`config.mk`:
```
export PLATFORM = sky130hd
export DESIGN_NAME = output_port_arbiter
export DESIGN_NICKNAME = d
export VERILOG_FILES = /design/src/rtl/output_port_arbiter_pkg.sv /design/src/rtl/output_port_arbiter_rr_arbiter.sv /design/src/rtl/output_port_arbiter.sv
export SDC_FILE = /design/constraint.sdc
export NUM_CORES = 1
export LEC_CHECK = 0
export CAP_MARGIN = 30
export CORE_MARGIN = 2
export CORE_UTILIZATION = 37
export CTS_CLUSTER_SIZE = 25
export DETAILED_ROUTE_END_ITERATION = 12
export PLACE_DENSITY = 0.67
export SLEW_MARGIN = 40
export SYNTH_ARGS = -nofsm -noshare
export SYNTH_HDL_FRONTEND = slang
export SYNTH_SLANG_ARGS = --single-unit
```
`constraint.sdc`:
```
create_clock -name clk -period 7.65 [get_ports clk]
set_clock_uncertainty 0.15 [all_clocks]
set_input_delay 1.9125 -clock clk [delete_from_list [all_inputs] [get_ports clk]]
set_output_delay 1.9125 -clock clk [all_outputs]
set_load 0.05 [all_outputs]
```
`src/rtl/output_port_arbiter_pkg.sv`:
```
// Shared constants for the router output-port arbiter.
// Flit type codes, port indices and small index helpers.
package output_port_arbiter_pkg;

    localparam int NUM_PORTS = 5;
    localparam int FLIT_W    = 8;

    localparam logic [1:0] FLIT_SINGLE = 2'b00;
    localparam logic [1:0] FLIT_HEAD   = 2'b01;
    localparam logic [1:0] FLIT_BODY   = 2'b10;
    localparam logic [1:0] FLIT_TAIL   = 2'b11;

    localparam logic [2:0] PORT_LOCAL = 3'd0;
    localparam logic [2:0] PORT_NORTH = 3'd1;
    localparam logic [2:0] PORT_EAST  = 3'd2;
    localparam logic [2:0] PORT_SOUTH = 3'd3;
    localparam logic [2:0] PORT_WEST  = 3'd4;

    typedef enum logic {
        ST_IDLE,
        ST_LOCKED
    } arb_state_t;

    // Successor of a port index, wrapping West back to Local.
    function automatic logic [2:0] next_idx(input logic [2:0] i);
        return (i >= PORT_WEST) ? PORT_LOCAL : i + 3'd1;
    endfunction

endpackage

```
`src/rtl/output_port_arbiter_rr_arbiter.sv`:
```
// Combinational five-way round-robin selector.
// Picks the first requester at or after ptr, searching cyclically.
import output_port_arbiter_pkg::*;

module rr_arbiter (
    input  logic [4:0] req,
    input  logic [2:0] ptr,
    output logic [4:0] grant,
    output logic [2:0] grant_idx,
    output logic       any_grant
);

    logic [3:0] sum;
    logic [2:0] idx;

    // Walk ptr, ptr+1, ... mod 5 and latch the first hit.
    always_comb begin
        grant     = '0;
        grant_idx = '0;
        any_grant = 1'b0;
        sum       = '0;
        idx       = '0;
        for (int k = 0; k < NUM_PORTS; k++) begin
            sum = {1'b0, ptr} + 4'(k);
            if (sum >= 4'd10)
                sum = sum - 4'd10;
            else if (sum >= 4'd5)
                sum = sum - 4'd5;
            idx = sum[2:0];
            if (!any_grant && req[idx]) begin
                grant[idx] = 1'b1;
                grant_idx  = idx;
                any_grant  = 1'b1;
            end
        end
    end

endmodule

```
`src/rtl/output_port_arbiter.sv`:
```
// Router output-port arbiter: round-robin between five inputs
// with wormhole locking from HEAD until TAIL.
import output_port_arbiter_pkg::*;

module output_port_arbiter #(
    parameter int DATA_WIDTH = FLIT_W,
    parameter int NUM_IN     = NUM_PORTS
) (
    input  logic                         clk,
    input  logic                         rst,
    input  logic [NUM_IN*DATA_WIDTH-1:0] in_data,
    output logic [NUM_IN-1:0]            in_ack,
    input  logic                         full,
    output logic                         write,
    output logic [DATA_WIDTH-1:0]        data_out,
    output logic                         busy,
    output logic [2:0]                   owner
);

    arb_state_t state;
    logic [2:0] rr_ptr;

    logic [NUM_IN-1:0]     req;
    logic [4:0]            rr_grant;
    logic [2:0]            rr_idx;
    logic                  rr_any;
    logic [2:0]            sel;
    logic                  sel_valid;
    logic                  xfer;
    logic [DATA_WIDTH-1:0] sel_flit;
    logic [1:0]            sel_type;

    // A nonzero head-of-buffer flit is a request.
    always_comb begin
        req = '0;
        for (int i = 0; i < NUM_IN; i++)
            req[i] = |in_data[i*DATA_WIDTH +: DATA_WIDTH];
    end

    rr_arbiter u_rr (
        .req       (req),
        .ptr       (rr_ptr),
        .grant     (rr_grant),
        .grant_idx (rr_idx),
        .any_grant (rr_any)
    );

    // Locked packets bypass the round-robin and stick to the owner.
    always_comb begin
        sel       = rr_idx;
        sel_valid = rr_any;
        if (state == ST_LOCKED) begin
            sel       = owner;
            sel_valid = 1'b0;
            for (int i = 0; i < NUM_IN; i++)
                if (owner == 3'(i))
                    sel_valid = req[i];
        end
    end

    // Pop strobe and selected flit; nothing moves in reset or when full.
    always_comb begin
        xfer     = !rst && !full && sel_valid;
        in_ack   = '0;
        sel_flit = '0;
        for (int i = 0; i < NUM_IN; i++) begin
            if (sel == 3'(i)) begin
                in_ack[i] = xfer;
                sel_flit  = in_data[i*DATA_WIDTH +: DATA_WIDTH];
            end
        end
        sel_type = sel_flit[DATA_WIDTH-1 -: 2];
    end

    // Lock FSM, round-robin pointer and registered output stage.
    always_ff @(posedge clk or posedge rst) begin
        if (rst) begin
            state    <= ST_IDLE;
            rr_ptr   <= PORT_LOCAL;
            owner    <= PORT_LOCAL;
            busy     <= 1'b0;
            write    <= 1'b0;
            data_out <= '0;
        end else begin
            write    <= xfer;
            data_out <= xfer ? sel_flit : '0;
            if (xfer) begin
                case (state)
                    ST_IDLE: begin
                        rr_ptr <= next_idx(sel);
                        if (sel_type == FLIT_HEAD) begin
                            owner <= sel;
                            busy  <= 1'b1;
                            state <= ST_LOCKED;
                        end
                    end
                    ST_LOCKED: begin
                        if (sel_type == FLIT_TAIL) begin
                            busy  <= 1'b0;
                            state <= ST_IDLE;
                        end
                    end
                    default: state <= ST_IDLE;
                endcase
            end
        end
    end

    wire unused_grant = ^rr_grant;

endmodule
```
==> results of run 1 <==
-- cells in the final DEF, fill, tap and decap left out, types with 3 or more instances in the layout --
master           instances
a211o_1                  4
a21o_1                   3
a21oi_1                 18
a221oi_1                 6
a22oi_1                  5
a31oi_1                  3
and2_1                   7
and3_1                   5
buf_12                   3
buf_4                   17
clkbuf_8                 3
clkdlybuf4s50_1         55
dfrtp_1                 17
ha_1                    16
inv_1                   11
mux2_1                   3
mux2i_1                 12
nand2_1                 38
nand2b_1                 5
nand3_1                  6
nor2_1                  40
nor2b_1                  8
nor3_1                   6
nor4_1                  10
o21a_1                   3
o21ai_0                 18
o21ai_1                  4
o31ai_1                  4
or3_1                    3
xnor2_1                  4
-- worst register-to-register path, delay by kind of cell (launching register included) --
kind	cells	cell delay (ps)
mux	3	930
flops	1	340
compound gates	6	1400
simple gates	10	1890
fa+ha+maj	2	490
buf+inv	3	530
-- worst max-delay path by stage --
stage               slack (ps)   startpoint  depth (start not counted)        end
CTS                        110   in_data[9]                         15  in_ack[4]
detailed placement         120   in_data[9]                         15  in_ack[4]
global placement           230  in_data[17]                         14  in_ack[4]
global route                20  in_data[10]                         15  in_ack[4]
finish                     270  in_data[17]                         13  in_ack[4]
floorplan                  160  in_data[24]                         15  in_ack[4]
-- metal layers --
metal  global-route usage, %  vias up  wire [um]
li1                        -     1337          -
met1                   29.13     1230       3546
met2                   32.10       67       3471
met3                   1.556        2        314
met4                   4.040        0         29
met5                       0        -          0
-- state kept, by name, summed over array words and instances (netlist names), named ones only --
name and count:
busy 1, data_out 8, write 1, owner 3, rr_ptr 3
-- cell usage after synthesis, types with 4 or more instances --
master / instances / share of area (%)
o31ai_1: 4 / 1.2
nor2_1: 40 / 6.1
and3_1: 5 / 1.3
mux2i_1: 12 / 4.9
o21ai_0: 20 / 4.1
clkbuf_1: 14 / 2.1
a21oi_1: 18 / 3.7
nor3_1: 6 / 1.2
nor4_1: 12 / 3.1
dfrtp_1: 17 / 17
and2_1: 7 / 1.8
nand3_1: 6 / 1.2
a221oi_1: 6 / 2.1
nand2b_1: 5 / 1.3
nand2_1: 38 / 5.8
inv_1: 11 / 1.7
nor2b_1: 8 / 2.0
xnor2_1: 4 / 1.4
ha_1: 16 / 8.2
a22oi_1: 5 / 1.5
a211o_1: 4 / 1.4
-- power groups by stage --
stage                     registers [mW]  clock network (mW)  logic [mW]
after floorplan                    0.268                   0       0.990
after global placement             0.167                   0        1.47
after detailed placement           0.167                   0        1.48
after CTS                          0.167              0.0663        1.49
after global routing               0.174              0.0702        1.67
final                              0.167              0.0638        1.52
-- stage by stage --
step / setup WS (ps) / utilization [%] / hold slack [ps] / std cells / cell area [um^2]
3_5_place_dp: 123.2 / 50.12 / 358.4 / 462 / 3201
6_report: 265.6 / 51.33 / 382.4 / 467 / 3278
3_3_place_gp: 226.4 / 50.12 / 358.1 / 462 / 3201
4_1_cts: 114.4 / 50.82 / 376.8 / 466 / 3246
5_1_grt: 20.41 / 51.33 / 403.5 / 467 / 3278
2_1_floorplan: 157.6 / - / 441.4 / 329 / 2447
-- final cells by class --
cell class,count,area [um^2]
sequential,17,425.4
inverter,13,48.80
timing repair buffer,75,738.2
clock buffer,4,45.04
tap,77,96.34
fill,618,3108
multi-input combinational,281,1924
-- kinds of logic after synthesis --
group,Yosys count,share of synthesized area (%)
AND/OR/NAND/NOR,148,30.98
multiplexers,18,8.282
XOR/XNOR,4,1.431
flip-flops,17,17.38
adder cells (fa/ha/maj),17,8.998
buffers and inverters,31,5.010
AO/OA/AOI/OAI,94,27.91
-- what timing repair did --
item,CTS,global route
setup endpoints to repair,0,5
buffers inserted,0,1
gates resized for setup,0,7
==> results.txt, run 1 <==
The flow ran to the end, and the final reports show no timing, DRC or antenna violations. Once the floorplan was initialized, standard cells occupied 38.32% of the core. Synthesis inferred 17 register bits.

The tools report the root buffer cell as clkbuf_8. For the number of violations of the max-capacitance limit, the log shows 0. Counting flops with a built-in enable in the synthesized netlist gives 0. The repair_antennas step left the layout with diodes totalling 0. The first detailed-routing pass ran for 5 iterations. The clock net in this run drives a total of 17 sinks. The worst setup path is launched from a primary input.

The logs give 294.8 uV for the largest vdd supply drop and 0.006386 mm^2 for the standard cell core area. The number of input and output port buffers inserted was 60. The fraction of power consumed by sequential logic is 9.5%, and the share of synthesized flip-flops with an asynchronous set or reset is 100.0%. The logic gate share of total power was 86.8%. The switching share of power was 55.07%; the internal power of the cells was 0.7849 mW. The mean instance size in the synthesized netlist was 7.439 um^2; the clock network power share was 3.6%. The tools report the endpoint with the worst hold slack as busy$_DFFE_PP0P_.

The critical-path cell with the highest stage delay is nor4b_1. At the worst endpoint, the arrival time is 5320 ps. Synthesis handed over a netlist of 329 instances. For the setup TNS, the log shows 0 ps. Largest stage delay on the critical path: 490 ps. The share of the Yosys chip area taken by registers is 17.38%. The number of failing hold endpoints at the final stage is 0, and the x dimension of the die is 85.33 um. The power per standard cell area is 533.0 mW/mm^2.

STA puts the critical path data required time at 5590 ps. The post-detailed-routing wire length came out at 7362 um. The count of cells along the worst hold path works out to 1.

The via count of the first global-routing pass is 2423, and the final period demand of the worst path is 7384 ps. At the pin with the least slew margin, the transition time is 617.3 ps. The critical path goes through clkdlybuf4s50_1, nor4_1, nand2_1, buf_4, or3_1, o2111a_1, o21bai_1, nor4b_1, nor3b_1, a2111o_1, buf_4, nor2b_1, buf_4. The tools report the remaining global-route overflow as 0. The logs give 0.007281 mm^2 for the total die area and 0 for the total count of max-transition violations in the final report. From synthesis to final layout, the design area changed by 33.95%. The synthesized netlist occupies a cell area of 0.002447 mm^2. The floorplan has 29 rows.

61 I/O pins were placed. The global routing usage summed across all routing layers is 19.92%. The worst register-to-register path has a depth of 24. The vias after detailed routing is 2636. The logs give 1.355 nW for the reported leakage power and 451 for the net total in the final layout.

For the initial antenna violation count, the log shows 0. The Yosys step of the flow raised 0 warnings. In this run the critical register-to-register path is launched from rr_ptr[0]$_DFFE_PP0P_. When the netlist entered floorplanning its net count stood at 389.

The critical-path maximum fanout is 10, and the post-synthesis cell type count is 69. The run gives 2 as the number of buffers between clock root and the deepest sink. The element type at the critical path end is an output pin. The die height is 85.33 um. After clock tree synthesis, the clock-pin slew on the worst setup and hold paths is 60 ps. Setup repair after global routing left no endpoint under its margin. The wire length of the first global-routing pass was 11880 um.

Dominant delay contributor by cell family on the critical path: simple AND/OR/NAND/NOR gates. The worst path buffer plus inverter count was 4. After detailed routing, the average wire length per cell comes to 15.76 um.

For the worst slew margin relative to its limit, the log shows 58.27%. The congestion estimate from routability-driven global placement came to 0.9672. The largest net degree at the start of global routing was 22; the share of final-layout standard cells stronger than drive strength 1 was 11.03%.

The setup check on the worst reg-to-reg path leaves a slack of 1790 ps. The final count of negative-setup-slack endpoints came out at 0. The cell with the most instances on the worst path was buf_4. The remaining antenna violation count after routing was 0.

In the routed design, unresolved DRC markers number 0. Among all flip-flop cells after synthesis, the most frequent one is dfrtp_1. Total power for the finished layout comes to 1.747 mW.

The worst hold path begins at busy$_DFFE_PP0P_. After layout, the worst path uses 96.53% of the clock period. The number of buffers inserted by hold repair at cts came out at 0. The wire-length estimate of the detail-placed layout is 6072 um. The tools report the maximum operating frequency as 135.4 MHz. The clock reaches the later pin of the worst-skew pair after 250 ps. TritonCTS built the clock tree. The type of the tightest min-delay check was reg -> reg. For this design the total switching power over the nets is 0.9622 mW. Path type of the worst setup path: in -> out.

In this run, CTS created clock tree buffers numbering 3. In the routed layout, each cell is associated on average with a via count of 5.645. After the first detailed-routing iteration, the DRC count stood at 137.

The depth of the CTS H-tree came out at 1.
No activity file was read; power rests on OpenSTA's default activity.
==> run 2: changes to the inputs <==
==> constraint.sdc (replaced) <==
create_clock -name clk -period 7.65 [get_ports clk]
set_clock_uncertainty 0.15 [all_clocks]
set_input_delay 1.53 -clock clk [delete_from_list [all_inputs] [get_ports clk]]
set_output_delay 1.53 -clock clk [all_outputs]
set_load 0.05 [all_outputs]
==> run 2 against run 1 <==
Compared with the run above: die area stayed put; final cell count shrank 2.6%; via count is essentially flat; wire length is 0.31% lower; final area shrank 3.8%; sequential power rose by 7%; core utilization down 2.0 points; setup slack better by 110 ps; largest power group unchanged.
==> results.txt, run 2 (synthesis results as in run 1) <==
The remaining global-route overflow was 0. The reported leakage power is 1.291 nW. Timing would allow up to 137.5 MHz. At the pin with the least slew margin, the transition time is 694.5 ps.

The total die area is 0.007281 mm^2, and the worst path buffer plus inverter count is 2. For this run, design rule violations remaining after detail routing come to 0. The routed wire length per instance is 16.13 um, and the internal power of the cells is 0.7347 mW.

The min-delay analysis places its worst path in the category reg -> reg. No sink is reached through more buffers than the 2 on the longest clock path. The run gives 0 as the total count of max-transition violations in the final report. In this run the horizontal extent of the chip is 85.33 um. Reg-to-reg critical path endpoint: owner[1]$_DFFE_PP0P_. The launch instance of the worst min-delay path is busy$_DFFE_PP0P_.

Summing all multi-input logic gate instances after layout gives 0.001899 mm^2. Walking the worst path, the cells encountered are clkdlybuf4s50_1, nor4_1, nand2_1, mux2_4, a221o_1, or4_1, o21ai_1, nor2_1, a21o_1, ha_1, o211ai_2, o21ai_4, nor2b_1, buf_4. The tools report the logic gate share of total power as 85.6%. The tools report the number of failing hold endpoints at the final stage as 0. The sum of net half-perimeters after detailed placement came out at 5939 um. For this design the ratio of total power to cell area is 536.6 mW/mm^2. In the layout the commonest cells are clkdlybuf4s50_1 (55), nor2_1 (40), nand2_1 (38).

In this run the power spent charging and discharging nets is 0.9573 mW. Across the whole layout, storage elements account for 426.7 um^2. Depth of the CTS H-tree: 1. By startpoint and endpoint, the worst setup path is classified as in -> out.

The critical path required time is 5970 ps, and the count of cells along the worst hold path is 1. For this design, the CTS-stage hold fixing added 0 buffers. The first global-routing pass estimated 11710 um of wire.

After detailed routing, the total wire length is 7339 um. The average via count per standard cell came out at 5.798. After clock tree synthesis, the clock-pin slew on the worst setup and hold paths is 60 ps.

The worst register-to-register path has a setup slack of 1250 ps. After layout, the minimum clock period comes to 7275 ps. Measured in cells, the most critical reg-to-reg path has a length of 21. The largest registers in the layout are data_out x8, owner x3, rr_ptr x3.

Of the available clock period, the critical path in the final layout requires 95.10%. The number of flip-flops under the largest register name is 8, and the number of buffers added by the clock tree synthesis step is 3. Once detail routing completed, the nets flagged for antenna violations numbered 0. The floorplan step set the die height to 85.33 um. Detailed routing inserted a total of 2638 vias. The number of sinks on the clock net came out at 17. The largest individual stage delay along the critical path comes from the cell or4_1. In this run the core area contains 29 standard-cell rows.

The clock network power share is 3.8%. For the total inserted antenna cells, the log shows 0. Pin placement for this block handled 61 I/O pins. Routability-driven placement finished with a final weighted congestion of 0.9339. The net total in the final layout is 439. The tools report the setup TNS as 0 ps. The start of the worst register-to-register path was rr_ptr[1]$_DFFE_PP0P_. TritonCTS built the clock tree. The run finished with clean final reports.

data_out holds more flip-flops than any other register. The tools report the clock latency on the worst-skew pair as 250 ps. Element type at the critical path end: an output pin. The initial antenna violation count came out at 0. The largest stage delay on the critical path came out at 700 ps. The via count of the first global-routing pass is 2370, and the number of violations of the max-capacitance limit is 0. Global routing used 19.70% of the available tracks across all layers.

Once layout is done, the placed cells without fillers occupy 0.003153 mm^2. The run gives 389.6 uV as the largest vdd supply drop. The root buffer cell is clkbuf_8. In this run the tightest slew margin relative to its limit is 53.05%. Setup repair after global routing left no endpoint under its margin. For hold timing, the worst endpoint is busy$_DFFE_PP0P_. The largest net degree at the start of global routing came out at 22. Setup violations remaining at the end of the flow were counted as 0.

The standard cell core area is 0.006386 mm^2, and the growth of design area from synthesis to finish is 28.83%. The post-route netlist has 7.407% of its cells at a drive strength greater than 1. The number of search-and-repair iterations in the first detailed-routing pass was 4. Of the total power, registers draw 10.5%.

The layout filler cell count was 643. The tools report the kind of start point of the critical path as a primary input. The count of buffers added on input and output ports is 60. The launch point of the critical path was in_data[24]. Summing all placed instances gives a cell area of 0.003105 mm^2. Data on the critical path arrives at its endpoint at 5600 ps.

For the initial cell density of the core, the log shows 38.32%. The detailed router finished its first iteration with 212 violations. Most common library cell in the layout ignoring fill and taps: clkdlybuf4s50_1. Switching share of power: 56.58%.

Among cell families on the critical path, the largest total delay comes from simple AND/OR/NAND/NOR gates. In this run the worst path has a maximum fanout of 15.
-- run 2: worst register-to-register path, stage by stage (launching register included) --
cell and delay [ps]:
dfrtp_2 540, inv_1 250, ha_1 270, and3b_1 210, or3_1 370, and3_1 260, mux2_4 320, a221o_1 360
or4_1 700, o21ai_1 320, nor2_1 70, a21o_1 200, inv_1 90, ha_1 470, nor2_1 100, a21oi_1 140
nor2_1 60, a21oi_1 180, nor2_1 100, a221oi_4 330, nor4b_4 410, mux2_1 380
-- run 2: worst max-delay path by stage --
| stage | slack, ps | cells past startpoint | to |
|---|---|---|---|
| after CTS | 310 | 14 | in_ack[4] |
| after global routing | 110 | 14 | in_ack[4] |
| final | 370 | 14 | in_ack[4] |
| after detailed placement | 320 | 14 | in_ack[4] |
| after global placement | 480 | 15 | in_ack[4] |
| after floorplan | 840 | 20 | in_ack[4] |
-- run 2: repair_timing --
| action | in CTS | in global routing |
|---|---|---|
| gates resized for setup | 0 | 2 |
| buffers inserted | 0 | 0 |
| endpoints found under the setup margin | 0 | 2 |
-- run 2: stage by stage --
step / cells / hold WS (ps) / power, mW / setup WS, ps / util (%)
after global routing: 455 / 435.5 / 1.849 / 114.1 / 49.37
after floorplan: 329 / 441.4 / 1.258 / 840.1 / -
after global placement: 451 / 354.9 / 1.588 / 477.3 / 48.63
after detailed placement: 451 / 373.8 / 1.597 / 319.7 / 48.63
final: 455 / 381.8 / 1.692 / 374.7 / 49.37
after CTS: 455 / 391.0 / 1.669 / 309.0 / 49.35
-- run 2: per-layer routing --
metal / track usage [%] / vias to the layer above / part of all wire, %
met3: 0.9728 / 9 / 5.3
li1: - / 1311 / -
met5: 0 / - / 0
met1: 28.75 / 1231 / 47
met2: 31.61 / 87 / 47
met4: 5.339 / 0 / 1.4
-- run 2: cell type report --
type / instances / share of cell area (%)
tap: 77 / 3.056
inverter: 13 / 1.548
clock inverter: 1 / 0.1587
clock buffer: 3 / 1.310
sequential: 17 / 13.53
multi-input combinational: 281 / 60.24
timing repair buffer: 63 / 20.16
-- run 2: power groups by stage --
stage | logic (mW) | registers (mW) | clock network, mW
3_3_place_gp | 1.41 | 0.178 | 0
5_1_grt | 1.59 | 0.187 | 0.0707
4_1_cts | 1.42 | 0.178 | 0.0670
2_1_floorplan | 0.990 | 0.268 | 0
6_report | 1.45 | 0.178 | 0.0648
3_5_place_dp | 1.42 | 0.179 | 0
==> run 3: changes to the inputs <==
--- a/config.mk
+++ b/config.mk
@@ -8,8 +8,8 @@
 export CAP_MARGIN = 30
 export CORE_MARGIN = 2
-export CORE_UTILIZATION = 37
+export CORE_UTILIZATION = 50
 export CTS_CLUSTER_SIZE = 25
 export DETAILED_ROUTE_END_ITERATION = 12
-export PLACE_DENSITY = 0.67
+export PLACE_DENSITY = 0.85
 export SLEW_MARGIN = 40
 export SYNTH_ARGS = -nofsm -noshare
--- a/constraint.sdc
+++ b/constraint.sdc
@@ -3,3 +3,3 @@
 set_input_delay 1.53 -clock clk [delete_from_list [all_inputs] [get_ports clk]]
 set_output_delay 1.53 -clock clk [all_outputs]
-set_load 0.05 [all_outputs]
+set_load 0.1 [all_outputs]
==> run 3 against run 2 <==
Compared with the run above: register-to-register slack gained 130 ps; maximum frequency shrank 0.40%; setup slack worse by 29 ps; global-route usage is 7.0 points higher; via count up 1.4%; sequential share of layout area is 0.074 points higher; clock-buffer cell count grew 1; critical endpoint unchanged; highest routed layer unchanged.
==> results.txt, run 3 (synthesis results as in run 1) <==
The worst path uses 95.48% of the clock period. Number of failing hold endpoints at the final stage: 0. Entering global routing, the biggest net connects 22 pins. The library cell used most frequently in the layout, excluding fill and tap cells, is clkdlybuf4s50_1. The detail route stage leaves a number of antenna-violating nets equal to 0. Data arrival at the endpoint of the critical path: 5620 ps. Grouping stages by cell kind, the critical path spends the most delay in simple AND/OR/NAND/NOR gates. The depth of the CTS H-tree came out at 1. The layout filler cell count was 409; the sum of net half-perimeters after detailed placement was 5976 um. The first global-routing pass estimated 11620 um of wire.

In the final timing run, aggregate negative setup slack is 0 ps. The number of flip-flops under the largest register name works out to 8. The number of violations of the max-capacitance limit is 0, and the number of search-and-repair iterations in the first detailed-routing pass is 5. Timing would allow up to 136.9 MHz. The worst slew margin relative to its limit was 57.62%. The root buffer cell is clkbuf_8.

The die covers 0.005470 mm^2. The clock passes through at most 2 buffers. In the layout the commonest cells are clkdlybuf4s50_1 (42), nor2_1 (40), nand2_1 (38).

The number of buffers added by the clock tree synthesis step is 3. Among the stages of the critical path, the cell type that occurs most often is nand2_1. For the vias after detailed routing, the log shows 2674. The x dimension of the die is 73.96 um.

The first routing iteration left 219 violations. The share of final-layout standard cells stronger than drive strength 1 works out to 11.29%. The element type at the critical path end is an output pin. Setup repair after global routing left no endpoint under its margin.

After detailed routing, the number of remaining DRC violations is 0. The routed wire length per instance was 16.33 um; the initial cell density of the core was 51.81%. The global routing usage summed across all routing layers is 26.70%. The transition time of the tightest slew-check pin is 626.8 ps, and the number of primary I/O pins is 61. Setup violations remaining at the end of the flow were counted as 0.

The critical path goes through clkdlybuf4s50_1, nor4_1, nand2_1, a31oi_1, a211oi_1, a221o_1, or4_1, o21ai_0, nor2_1, a21o_1, ha_1, nand2_1, o21ai_4, nor2b_1, buf_12. The flow ran to the end, and the final reports show no timing, DRC or antenna violations. The run gives 0 as the initial antenna violation count. Wires add up to 7317 um. In this run the standard cell core region covers 0.004723 mm^2.

The tightest min-delay check is of the reg -> reg type. The largest registers in the layout are data_out x8, owner x3, rr_ptr x3. The slowest stage of the critical path belongs to the cell or4_1.

Die height: 73.96 um. For the critical path required time, the log shows 5970 ps. Clock-pin slew was measured on the worst setup and hold paths at 60 ps. The logs give 250 ps for the clock latency on the worst-skew pair and 0 for the post-CTS setup buffer count. The tools report the via count of the first global-routing pass as 2497. Path type of the worst setup path: in -> out. The critical-path maximum fanout is 15.

The largest stage delay on the critical path was 680 ps; the weighted congestion reported at the end of routability-driven placement was 0.9734. The total inserted antenna cells is 0. The worst setup path is launched from a primary input. TritonCTS built the clock tree. Summed over all layers, the global routing overflow is 0. The tools report the number of sinks on the clock net as 17.

The largest register by flop count is data_out. Counting both buffers and inverters, the worst setup path holds a total of 2. Number of input and output port buffers inserted: 60. In this run the core area contains 25 standard-cell rows. The tools report the total count of max-transition violations in the final report as 0. The number of gates resized after CTS was 0. In this run, post-CTS hold repair placed 0 buffers.

At the end of the flow, the number of nets in the layout was 442. After detailed routing, the number of vias per cell comes to 5.969. Growth of design area from synthesis to finish: 27.76%.

The final period demand of the worst path is 7305 ps.
-- run 3: changes by cell type in the layout (fill, tap and decap cells not counted), sizes merged --
cell	delta
buf	+16
clkbuf	+1
clkdlybuf4s50	-13
clkinv	-1
-- run 3: area by class of cell --
cell class	count	area (um^2)	area share, %
Tap cell	67	83.83	2.681
Multi-Input combinational cell	281	1906	60.94
Inverter	13	48.80	1.561
Clock buffer	4	45.04	1.441
Timing Repair Buffer	66	618.1	19.77
Sequential cell	17	425.4	13.61
-- run 3: final timing paths --
path | startpoint | endpoint | slack (ps) | cells after the start
max reg2reg | rr_ptr[1]$_DFFE_PP0P_ | register | 1380 | 25
max | in_data[9] | in_ack[4] | 350 | 15
min | busy$_DFFE_PP0P_ | busy$_DFFE_PP0P_ | 370 | 1
min in group asynchronous | rst | asynchronous set/reset pin | 1540 | 2
max in group asynchronous | rst | data_out[0]$_DFF_PP0_ | 5410 | 2
min reg2reg | busy$_DFFE_PP0P_ | busy$_DFFE_PP0P_ | 370 | 1
-- run 3: routing by layer --
| metal | global-route usage, % | up-vias | wire (um) |
|---|---|---|---|
| li1 | - | 1319 | - |
| met1 | 36.51 | 1256 | 3151 |
| met2 | 44.54 | 91 | 3652 |
| met3 | 3.252 | 8 | 428 |
| met4 | 7.273 | 0 | 85 |
| met5 | 0 | - | 0 |
-- run 3: metrics by stage --
| step | setup WS (ps) | hold WS [ps] | utilization [%] | cell area, um^2 | std cells |
|---|---|---|---|---|---|
| 6_report | 345.4 | 373.0 | 66.20 | 3127 | 448 |
| 5_1_grt | 21.09 | 414.2 | 66.20 | 3127 | 448 |
| 4_1_cts | 360.4 | 380.1 | 66.07 | 3120 | 448 |
| 3_5_place_dp | 358.8 | 362.5 | 65.11 | 3075 | 444 |
| 3_3_place_gp | 550.6 | 355.8 | 66.49 | 3141 | 444 |
| 2_1_floorplan | 189.1 | 441.4 | - | 2447 | 329 |
Power of run 3 is left out: the tool's default activity adds up to more than one toggle a clock period on the data nets, which glitch-free logic cannot reach.
